`config.mk`:
```
export PLATFORM = sky130hd
export DESIGN_NAME = ll_threshold_detector
export DESIGN_NICKNAME = d
export VERILOG_FILES = /design/src/rtl/ll_threshold_detector.sv
export SDC_FILE = /design/constraint.sdc
export NUM_CORES = 1
export LEC_CHECK = 0
export ABC_AREA = 1
export CAP_MARGIN = 0
export CORE_MARGIN = 2
export CORE_UTILIZATION = 47
export CTS_CLUSTER_DIAMETER = 120
export DETAILED_ROUTE_END_ITERATION = 10
export MAX_ROUTING_LAYER = met4
export PLACE_DENSITY = 0.87
export SYNTH_ARGS = -nofsm -noshare
export SYNTH_HDL_FRONTEND = slang
export SYNTH_SLANG_ARGS = --single-unit
```
`constraint.sdc`:
```
create_clock -name clk -period 2.78 [get_ports clk]
set_input_delay 0.834 -clock clk [delete_from_list [all_inputs] [get_ports clk]]
set_output_delay 0.834 -clock clk [all_outputs]
set_load 0.02 [all_outputs]
```
`src/rtl/ll_threshold_detector.sv`:
```
// Hysteresis threshold detector for line-length samples: debounced onset/release
// with one-cycle onset/offset pulses and a saturating onset counter.
module ll_threshold_detector #(
  parameter int data_width = 31,
  parameter int cnt_width  = 8,
  parameter int evt_width  = 16
) (
  input  logic                         clk,
  input  logic                         rst,
  input  logic                         en,
  input  logic signed [data_width:0]   din,
  input  logic signed [data_width:0]   thr_on,
  input  logic signed [data_width:0]   thr_off,
  input  logic        [cnt_width-1:0]  on_len,
  input  logic        [cnt_width-1:0]  off_len,
  output logic                         detect,
  output logic                         onset,
  output logic                         offset,
  output logic        [evt_width-1:0]  evt_count
);

  typedef enum logic [1:0] {QUIET, ARM, ACTIVE, DISARM} state_t;

  localparam logic [cnt_width-1:0] CNT_ONE = {{(cnt_width-1){1'b0}}, 1'b1};
  localparam logic [evt_width-1:0] EVT_ONE = {{(evt_width-1){1'b0}}, 1'b1};

  state_t               r_state;
  logic [cnt_width-1:0] r_cnt;
  logic                 r_detect;
  logic                 r_onset;
  logic                 r_offset;
  logic [evt_width-1:0] r_evt_count;

  logic                 w_hit;
  logic                 w_clear;
  logic [cnt_width-1:0] w_l_on;
  logic [cnt_width-1:0] w_l_off;
  logic [cnt_width-1:0] w_cnt_inc;

  function automatic logic [evt_width-1:0] sat_inc(input logic [evt_width-1:0] v);
    return (&v) ? v : v + EVT_ONE;
  endfunction

  assign w_hit     = (din >= thr_on);
  assign w_clear   = (din <  thr_off);
  // A programmed length of zero behaves as a single-sample run.
  assign w_l_on    = (on_len  == '0) ? CNT_ONE : on_len;
  assign w_l_off   = (off_len == '0) ? CNT_ONE : off_len;
  assign w_cnt_inc = r_cnt + CNT_ONE;

  always_ff @(posedge clk) begin
    if (!rst) begin
      r_state     <= QUIET;
      r_cnt       <= '0;
      r_detect    <= 1'b0;
      r_onset     <= 1'b0;
      r_offset    <= 1'b0;
      r_evt_count <= '0;
    end else begin
      r_onset  <= 1'b0;
      r_offset <= 1'b0;
      if (en) begin
        case (r_state)
          QUIET: begin
            if (w_hit) begin
              if (w_l_on == CNT_ONE) begin
                r_state     <= ACTIVE;
                r_cnt       <= '0;
                r_detect    <= 1'b1;
                r_onset     <= 1'b1;
                r_evt_count <= sat_inc(r_evt_count);
              end else begin
                r_state <= ARM;
                r_cnt   <= CNT_ONE;
              end
            end else begin
              r_cnt <= '0;
            end
          end
          ARM: begin
            if (w_hit) begin
              if (w_cnt_inc == w_l_on) begin
                r_state     <= ACTIVE;
                r_cnt       <= '0;
                r_detect    <= 1'b1;
                r_onset     <= 1'b1;
                r_evt_count <= sat_inc(r_evt_count);
              end else begin
                r_cnt <= w_cnt_inc;
              end
            end else begin
              // Partial hit runs are discarded.
              r_state <= QUIET;
              r_cnt   <= '0;
            end
          end
          ACTIVE: begin
            if (w_clear) begin
              if (w_l_off == CNT_ONE) begin
                r_state  <= QUIET;
                r_cnt    <= '0;
                r_detect <= 1'b0;
                r_offset <= 1'b1;
              end else begin
                r_state <= DISARM;
                r_cnt   <= CNT_ONE;
              end
            end else begin
              r_cnt <= '0;
            end
          end
          DISARM: begin
            if (w_clear) begin
              if (w_cnt_inc == w_l_off) begin
                r_state  <= QUIET;
                r_cnt    <= '0;
                r_detect <= 1'b0;
                r_offset <= 1'b1;
              end else begin
                r_cnt <= w_cnt_inc;
              end
            end else begin
              r_state <= ACTIVE;
              r_cnt   <= '0;
            end
          end
          default: begin
            r_state <= QUIET;
            r_cnt   <= '0;
          end
        endcase
      end
    end
  end

  assign detect    = r_detect;
  assign onset     = r_onset;
  assign offset    = r_offset;
  assign evt_count = r_evt_count;

endmodule

```
### After elaboration in Yosys (flattened, before gate mapping)

Cells that the tools add are included.

| word-level totals | value |
|---|---|
| register bits | 29 |
| input port bits | 115 |
| output and inout bits | 19 |
| logic and storage cells | 81 |

| cells by class | value |
|---|---|
| add/subtract/negate cells | 2 |
| order comparisons | 2 |
| equal/unequal tests | 17 |
| mux-type cells | 45 |
| reduce and logical (&&, ||, !) cells | 9 |

Operators by type and width:

| kind | count |
|---|---|
| 16-bit 2-to-1 mux | 5 |
| 8-bit 2-to-1 mux | 8 |
| 32-bit >= comparator | 1 |
| 32-bit less-than comparator | 1 |
| 16-bit one-hot mux with 2 select lines | 1 |
| 8-bit one-hot mux with 4 select lines | 1 |
| 1-bit 2-to-1 mux | 18 |
| 16-bit by 1-bit adder with 16-bit output (second input constant) | 1 |
| 8-bit by 1-bit equality test with 1-bit output (second input constant) | 2 |
| 8-bit equality test | 2 |
| 8-bit zero test | 2 |
| 2-bit 2-to-1 mux | 8 |
| 2-bit != test (second input constant) | 8 |
| 16-bit AND reduction | 1 |
| 9-bit AND reduction | 1 |
| 8-bit by 1-bit adder with 8-bit output (second input constant) | 1 |
| 2-bit one-hot mux with 4 select lines | 1 |
| 3-bit != test (second input constant) | 2 |
| 6-bit AND reduction | 1 |
| 5-bit AND reduction | 1 |
| 2-bit equality test (second input constant) | 2 |
| 1-bit one-hot mux with 2 select lines | 2 |
| 1-bit one-hot mux with 4 select lines | 1 |
| 2-bit by 1-bit equality test with 1-bit output (second input constant) | 1 |
| 3 further kinds | 3 |

### Depth between registers and ports, before layout

Gate-level depths: netlist (run 1).

| logic depth | value |
|---|---|
| depth after elaboration | 6 |
| depth in mapped cells | 23 |
| depth with buffers taken out | 23 |

### Worst setup path before layout (run 1)

No wires, ideal clock.

| timing path | value |
|---|---|
| kind | input to register |
| start | in thr_on[31] |
| end | reg r_evt_count[10] (netlist: evt_count[10]) |
| arrival | 2,386 ps |
| slack | 262 ps |
| stages | 16 |
| path buffers | 1 |
| cells stage by stage | inv_1 ha_1 nand2_1 nor2_1 nand2_1 nor2_1 nand2_1 nand2_1 nand2_1 nand3_1 inv_1 nand2_1 nand3_1 buf_2 nand2_1 a21oi_1 |

| between the ends | value |
|---|---|
| longest elaborated chain between the ends | 3 |
| elaborated cells on any way between the ends | 4 |
| classes of those cells | order compare: 1; eq/ne: 2; reduce/logical: 1 |

Ends and longest elaborated chain:

| what | line | text |
|---|---|---|
| start, declared | 12 | `input logic signed [data_width:0] thr_on,` |
| 32-bit >= comparator (*) | 44 | `assign w_hit = (din >= thr_on);` |
| 2-bit != test (no source line) | n/a |  |
| 6-bit AND reduction (no source line) (*) | n/a |  |
| end signal, assigned | 71 | `r_evt_count <= sat_inc(r_evt_count);` |
| end signal, assigned | 87 | `r_evt_count <= sat_inc(r_evt_count);` |
| end, declared | 32 | `logic [evt_width-1:0] r_evt_count;` |

Every way passes the cells marked *; elsewhere a longest branch is shown, timed or not.
A chain may end at the register's enable or synchronous reset.

### Worst setup path in the final report (run 1)

| timing path | value |
|---|---|
| start | in thr_off[1] |
| end | reg r_cnt[0] |

| between the ends | value |
|---|---|
| longest elaborated chain between the ends | 3 |
| elaborated cells on any way between the ends | 4 |
| classes of those cells | order compare: 1; mux: 3 |

Ends and longest elaborated chain:

| what | line | text |
|---|---|---|
| start, declared | 13 | `input logic signed [data_width:0] thr_off,` |
| 32-bit less-than comparator (*) | 45 | `assign w_clear = (din < thr_off);` |
| 8-bit 2-to-1 mux (on tied branches) | 113, 98 |  |
| 8-bit one-hot mux with 4 select lines (*) | 63 | `case (r_state)` |
| end signal, assigned | 89 | `r_cnt <= w_cnt_inc;` |
| end signal, assigned | 120 | `r_cnt <= w_cnt_inc;` |
| end, declared | 28 | `logic [cnt_width-1:0] r_cnt;` |

Marks and branches as above.

==> results of run 1 <==
==> metal layers <==
layer | track usage | vias up | wire length (um)
li1 | - | 2441 | -
met3 | 0.0351 | 109 | 1200
met4 | 0.0676 | 0 | 1060
met1 | 0.297 | 2479 | 6000
met2 | 0.487 | 316 | 8520
met5 | - | - | 0
==> flip-flops by register name (all words and copies together) (netlist names) <==
signal / cells
r_cnt: 8
onset: 1
detect: 1
r_state: 2
offset: 1
evt_count: 16
==> area by class of cell <==
| cell class | instances | area share |
|---|---|---|
| diodes | 2 | 0.000730 |
| clock buffers | 8 | 0.0117 |
| multi-input cells | 489 | 0.548 |
| inverters | 128 | 0.0708 |
| flip-flops and latches | 29 | 0.0846 |
| well taps | 105 | 0.0192 |
| repair buffers | 173 | 0.265 |
==> report_power, final <==
| part | internal [W] | total, W | switching (W) |
|---|---|---|---|
| Combinational | 0.000504 | 0.00111 | 0.000608 |
| Sequential | 0.000432 | 0.000454 | 0.0000229 |
| Clock | 0.000178 | 0.000337 | 0.000159 |
| Total | 0.00111 | 0.00190 | 0.000790 |
==> cells by family (layout without fill, tap and decap cells) <==
group,after synthesis,after routing,share of synthesized area
compound gates,68,68,0.0917
xor+xnor,15,15,0.0338
fa+ha+maj,65,65,0.209
buf+inv,136,309,0.135
flops,29,29,0.149
other cells,0,2,0
simple gates,341,341,0.381
==> final timing paths <==
kind | start | to | slack, ps | depth (start not counted)
setup reg to reg | r_cnt[1] | r_cnt[0] | 240 | 16
hold / removal | detect | detect | 500 | 2
hold reg to reg | detect | detect | 500 | 2
setup / recovery | thr_off[1] | r_cnt[0] | -230 | 20
==> through the flow <==
step | power [W] | hold slack, ps
floorplan | 0.000880 | 466
global placement | 0.00121 | 478
detailed placement | 0.00123 | 480
CTS | 0.00160 | 503
global route | 0.00200 | 522
finish | 0.00190 | 500
==> Yosys cell counts <==
cell	number
nor2_2	2
inv_2	2
clkbuf_1	4
dfxtp_1	29
nand2_2	8
nand2_4	1
nor4_1	4
ha_1	65
buf_4	1
o21ai_1	1
o211ai_1	2
xnor2_1	9
a21o_1	1
nand2_1	173
nand3b_1	3
o21ai_0	11
nand4_1	21
o21a_1	2
inv_1	125
a21oi_1	50
nor3_1	10
buf_2	2
nand3_1	50
nor2_4	3
buf_6	1
o41ai_1	1
clkinv_1	1
xor2_1	6
nor2_1	66
==> worst max-delay path, stage by stage <==
cell	delay, ps
clkdlybuf4s50_1	470
inv_1	60
ha_1	270
nand2_1	90
nand2_1	90
nand2_1	80
nand2_1	70
nand2_1	100
nand2_1	80
nand2_1	90
nand2_2	80
nand2_2	130
nand2_2	100
nand2_2	130
nand3_4	100
nand2_4	130
nand2_2	70
o211ai_1	90
nand2_1	100
inv_1	70
==> timing repair <==
action | in CTS | in global routing
gates cloned | 1 | 0
buffers inserted | 0 | 1
hold endpoints to repair | 0 | 0
pin swaps | 8 | 92
resized for setup | 26 | 256
setup endpoints to repair | 27 | 27
==> placed cells by master (no fill, tap or decap), drive strengths merged, types with 29 or more instances in the layout <==
| master | n |
|---|---|
| nand2 | 182 |
| inv | 127 |
| nor2 | 71 |
| dlymetal6s2s | 68 |
| ha | 65 |
| clkdlybuf4s50 | 62 |
| nand3 | 50 |
| a21oi | 50 |
| buf | 40 |
| dfxtp | 29 |
==> flow_summary.json, run 1 <==
{
  "outcome": "complete, but fails checks",
  "violations": "setup timing",
  "timing.fmax_ghz": 0.333,
  "cts_buffers": 5,
  "grt_max_degree": 20,
  "hold_buffers": 0,
  "placed_cells": 922,
  "start_kind": "input pin",
  "drt_iter0_drc": 371,
  "clkLatencyLatePin_ps": 280,
  "grt_pass1_vias": 4545,
  "min_path_type": "reg2reg",
  "path_max_fanout": 8,
  "setup_tns_ps": -2210,
  "yosysUniqueCellTypes": 29,
  "routed_wl_um": 16800,
  "gp_congestion": 0.937,
  "fin_crit_ps": 3010,
  "setup_slack_ps": -227,
  "finalSetupViolCount": 18,
  "place_area_um2": 5590,
  "yosys_warnings": 0,
  "root_buffer": "clkbuf_8",
  "synth.largest_area_cell": "ha_1",
  "antenna_found_initial": 1,
  "firstDrtPassIters": 5,
  "multiInputGateArea_um2": 3760,
  "die_y_um": 95.0,
  "worstPathArrival_ps": 3230,
  "fin_cells": 934,
  "ys_seq_area_frac": 0.149,
  "dieArea_um2": 9020,
  "place_ws_ps": -479,
  "end_kind": "flip-flop",
  "synthCells": 654,
  "drc_errors": 0,
  "cts.sinks": 29,
  "ys_ff_latch": 29,
  "grt_pass1_wl_um": 18900,
  "areaGrowthSynthToFinish_pct": 76.3,
  "fillCellCount": 438,
  "syn-cell-area_um2": 3890,
  "yosys-top-cells-area": "ha_1 (21%), nand2_1 (17%), dfxtp_1 (15%), inv_1 (12%), a21oi_1 (6.4%)",
  "finalCritPeriodShare": 1.08,
  "tightest_slew_ps": 647,
  "layout-drive-gt1-share": 0.282,
  "crit_type": "in2reg",
  "vias": 5345,
  "irDropWorstVdd_uv": 278,
  "ios": 134,
  "via_per_inst": 5.72,
  "grtUsageTotal": 0.263,
  "design_area_um2": 6860,
  "powerDensity_nw_per_um2": 277,
  "die_width_um": 95.0,
  "final_util": 0.843,
  "p_leak_nw": 3.55,
  "clkTransAtPathRegs_ps": 70,
  "io_buffers": 133,
  "syn_avg_cell_area_um2": 5.95,
  "skew_ps": 10.5,
  "syn_nets": 834,
  "crit_required_ps": 3010,
  "num_rows": 33,
  "yosysTopAreaCellShare": 0.209,
  "wl_per_cell_um": 18.0,
  "htree_levels": 2,
  "slew_viol_final": 0,
  "slew_headroom": 0.566,
  "cts_buffer_depth": 2,
  "hold_violations": 0,
  "finalNetCount": 1006,
  "dp_hpwl_um": 9660,
  "grt_overflow_total": 0,
  "postRouteAntennaNets": 0,
  "cts_tree": "yes",
  "maxCapViolations": 0,
  "area.sequential_um2": 581,
  "initial_core_util": 0.478,
  "coreArea_um2": 8130
}
(Power assumes the default switching activity.)
==> run 2: changes to the inputs <==
--- a/config.mk
+++ b/config.mk
@@ -13,6 +13,8 @@
 export DETAILED_ROUTE_END_ITERATION = 10
 export MAX_ROUTING_LAYER = met4
 export PLACE_DENSITY = 0.87
+export REMOVE_ABC_BUFFERS = 1
 export SYNTH_ARGS = -nofsm -noshare
 export SYNTH_HDL_FRONTEND = slang
 export SYNTH_SLANG_ARGS = --single-unit
+export TNS_END_PERCENT = 5
==> flow_summary.json, run 2 (synthesis gave the netlist of run 1 again) <==
{
  "crit_type": "in2reg",
  "crit_chain": "clkdlybuf4s50_1 > inv_1 > ha_1 > nand2_2 > nor4_4 > nand2_2 > nand2_2 > nand2_4 > nand2_4 > nand2_4 > nand3_4 > nand2_4 > buf_6 > nand2_2 > o211ai_1 > nand2_1 > inv_1",
  "grt_overflow_total": 0,
  "cts_tree": "yes",
  "htree_levels": 2,
  "io_buffers": 133,
  "grt_pass1_vias": 4610,
  "coreArea_um2": 8130,
  "irDropWorstVdd_uv": 199,
  "largest_reg_flops": 16,
  "gp_congestion": 0.927,
  "final_common_cell": "nand2_1",
  "dieArea_um2": 9020,
  "slowest_stage": "clkdlybuf4s50_1",
  "grt_setup_unrepaired": "true",
  "whs_ps": 505,
  "worstPathArrival_ps": 3230,
  "antenna_found_initial": 4,
  "final_util": 0.835,
  "slowest_delay_ps": 490,
  "place_ws_ps": -461,
  "met2_length_um": 8820,
  "finalSetupViolCount": 27,
  "maxCapViolations": 0,
  "finalCritPeriodShare": 1.09,
  "timing.fmax_ghz": 0.330,
  "drc_errors": 0,
  "initial_core_util": 0.478,
  "setup_slack_ps": -255,
  "p_leak_nw": 3.45,
  "clkTransAtPathRegs_ps": 70,
  "start_kind": "input pin",
  "postRouteAntennaNets": 0,
  "slew_viol_final": 0,
  "areaGrowthSynthToFinish_pct": 74.6,
  "area.sequential_um2": 581,
  "wl_met3_um": 1580,
  "path_max_fanout": 3,
  "dr.max_layer_used": "met4",
  "dp_hpwl_um": 9330,
  "finalNetCount": 1002,
  "firstDrtPassIters": 6,
  "violations": "setup timing",
  "fillCellCount": 464,
  "die_y_um": 95.0,
  "grt_max_degree": 20,
  "end_kind": "flip-flop",
  "met1_length_um": 6190,
  "fin_crit_ps": 3030,
  "layout-drive-gt1-share": 0.279,
  "grt_pass1_wl_um": 19200,
  "outcome": "complete, but fails checks",
  "cts.sinks": 29,
  "slew_headroom": 0.607,
  "skew_ps": 7.07,
  "tightest_slew_ps": 588,
  "layout_common_cells": "nand2_1 (128), inv_1 (94), clkdlybuf4s50_1 (72), nor2_1 (55), dlymetal6s2s_1 (55)",
  "routed_wl_um": 18200,
  "wl_per_cell_um": 19.5,
  "vias": 5406,
  "via_per_inst": 5.79,
  "cts_buffer_depth": 2,
  "clkLatencyLatePin_ps": 300,
  "ios": 134,
  "min_path_type": "reg2reg",
  "grtUsageTotal": 0.270,
  "hold_violations": 0,
  "root_buffer": "clkbuf_8",
  "powerDensity_nw_per_um2": 285,
  "cts_buffers": 5,
  "num_rows": 33,
  "drt_iter0_drc": 456,
  "crit_required_ps": 2970,
  "die_width_um": 95.0,
  "multiInputGateArea_um2": 3730
}
-- run 2: worst paths after layout --
path         cells past startpoint  slack [ps]            to          from
max                             17        -250      r_cnt[0]    thr_off[8]
min reg2reg                      2         500  evt_count[8]  evt_count[8]
min                              2         500  evt_count[8]  evt_count[8]
max reg2reg                     17         110        detect      r_cnt[0]
-- run 2: report_power, final --
group          internal, W  total [W]  leakage, nW  switching, W
Combinational     0.000507    0.00113         3.17      0.000621
Sequential        0.000431   0.000455        0.234     0.0000236
Clock             0.000173   0.000354       0.0450      0.000180
Total              0.00111    0.00194         3.45      0.000825
-- run 2: worst max-delay path, delay by kind of cell --
family / cells / cell delay [ps]
and+or+nand+nor: 11 / 1140
buffers and inverters: 4 / 780
AOI/OAI and AO/OA: 1 / 110
adders and majority gates: 1 / 350
-- run 2: per-stage QoR --
stage,std cells,setup TNS (ps),instance area (um2),total power [W]
floorplan,646,0,3850,0.000859
global placement,915,-9030,5550,0.00122
detailed placement,915,-10700,5550,0.00124
CTS,925,-2.55,5790,0.00163
global route,933,-4870,6790,0.00203
finish,933,-2740,6790,0.00194
-- run 2: routing by layer --
layer | up-vias | track usage
met1 | 2426 | 0.302
met5 | - | -
li1 | 2432 | -
met3 | 160 | 0.0431
met4 | 0 | 0.0966
met2 | 388 | 0.482
-- run 2: what timing repair did --
item | CTS | global route
resized for setup | 36 | 235
buffers inserted | 1 | 3
pin swaps | 20 | 87
gates cloned | 1 | 0
hold buffers | 0 | 0
setup endpoints to repair | 27 | 27
-- run 2: cell type report --
| cell class | instances | share of cell area |
|---|---|---|
| diodes | 5 | 0.00184 |
| flip-flops and latches | 29 | 0.0855 |
| repair buffers | 169 | 0.260 |
| multi-input cells | 489 | 0.549 |
| clock buffers | 6 | 0.0107 |
| clock inverters | 2 | 0.00147 |
| inverters | 128 | 0.0715 |
| well taps | 105 | 0.0193 |
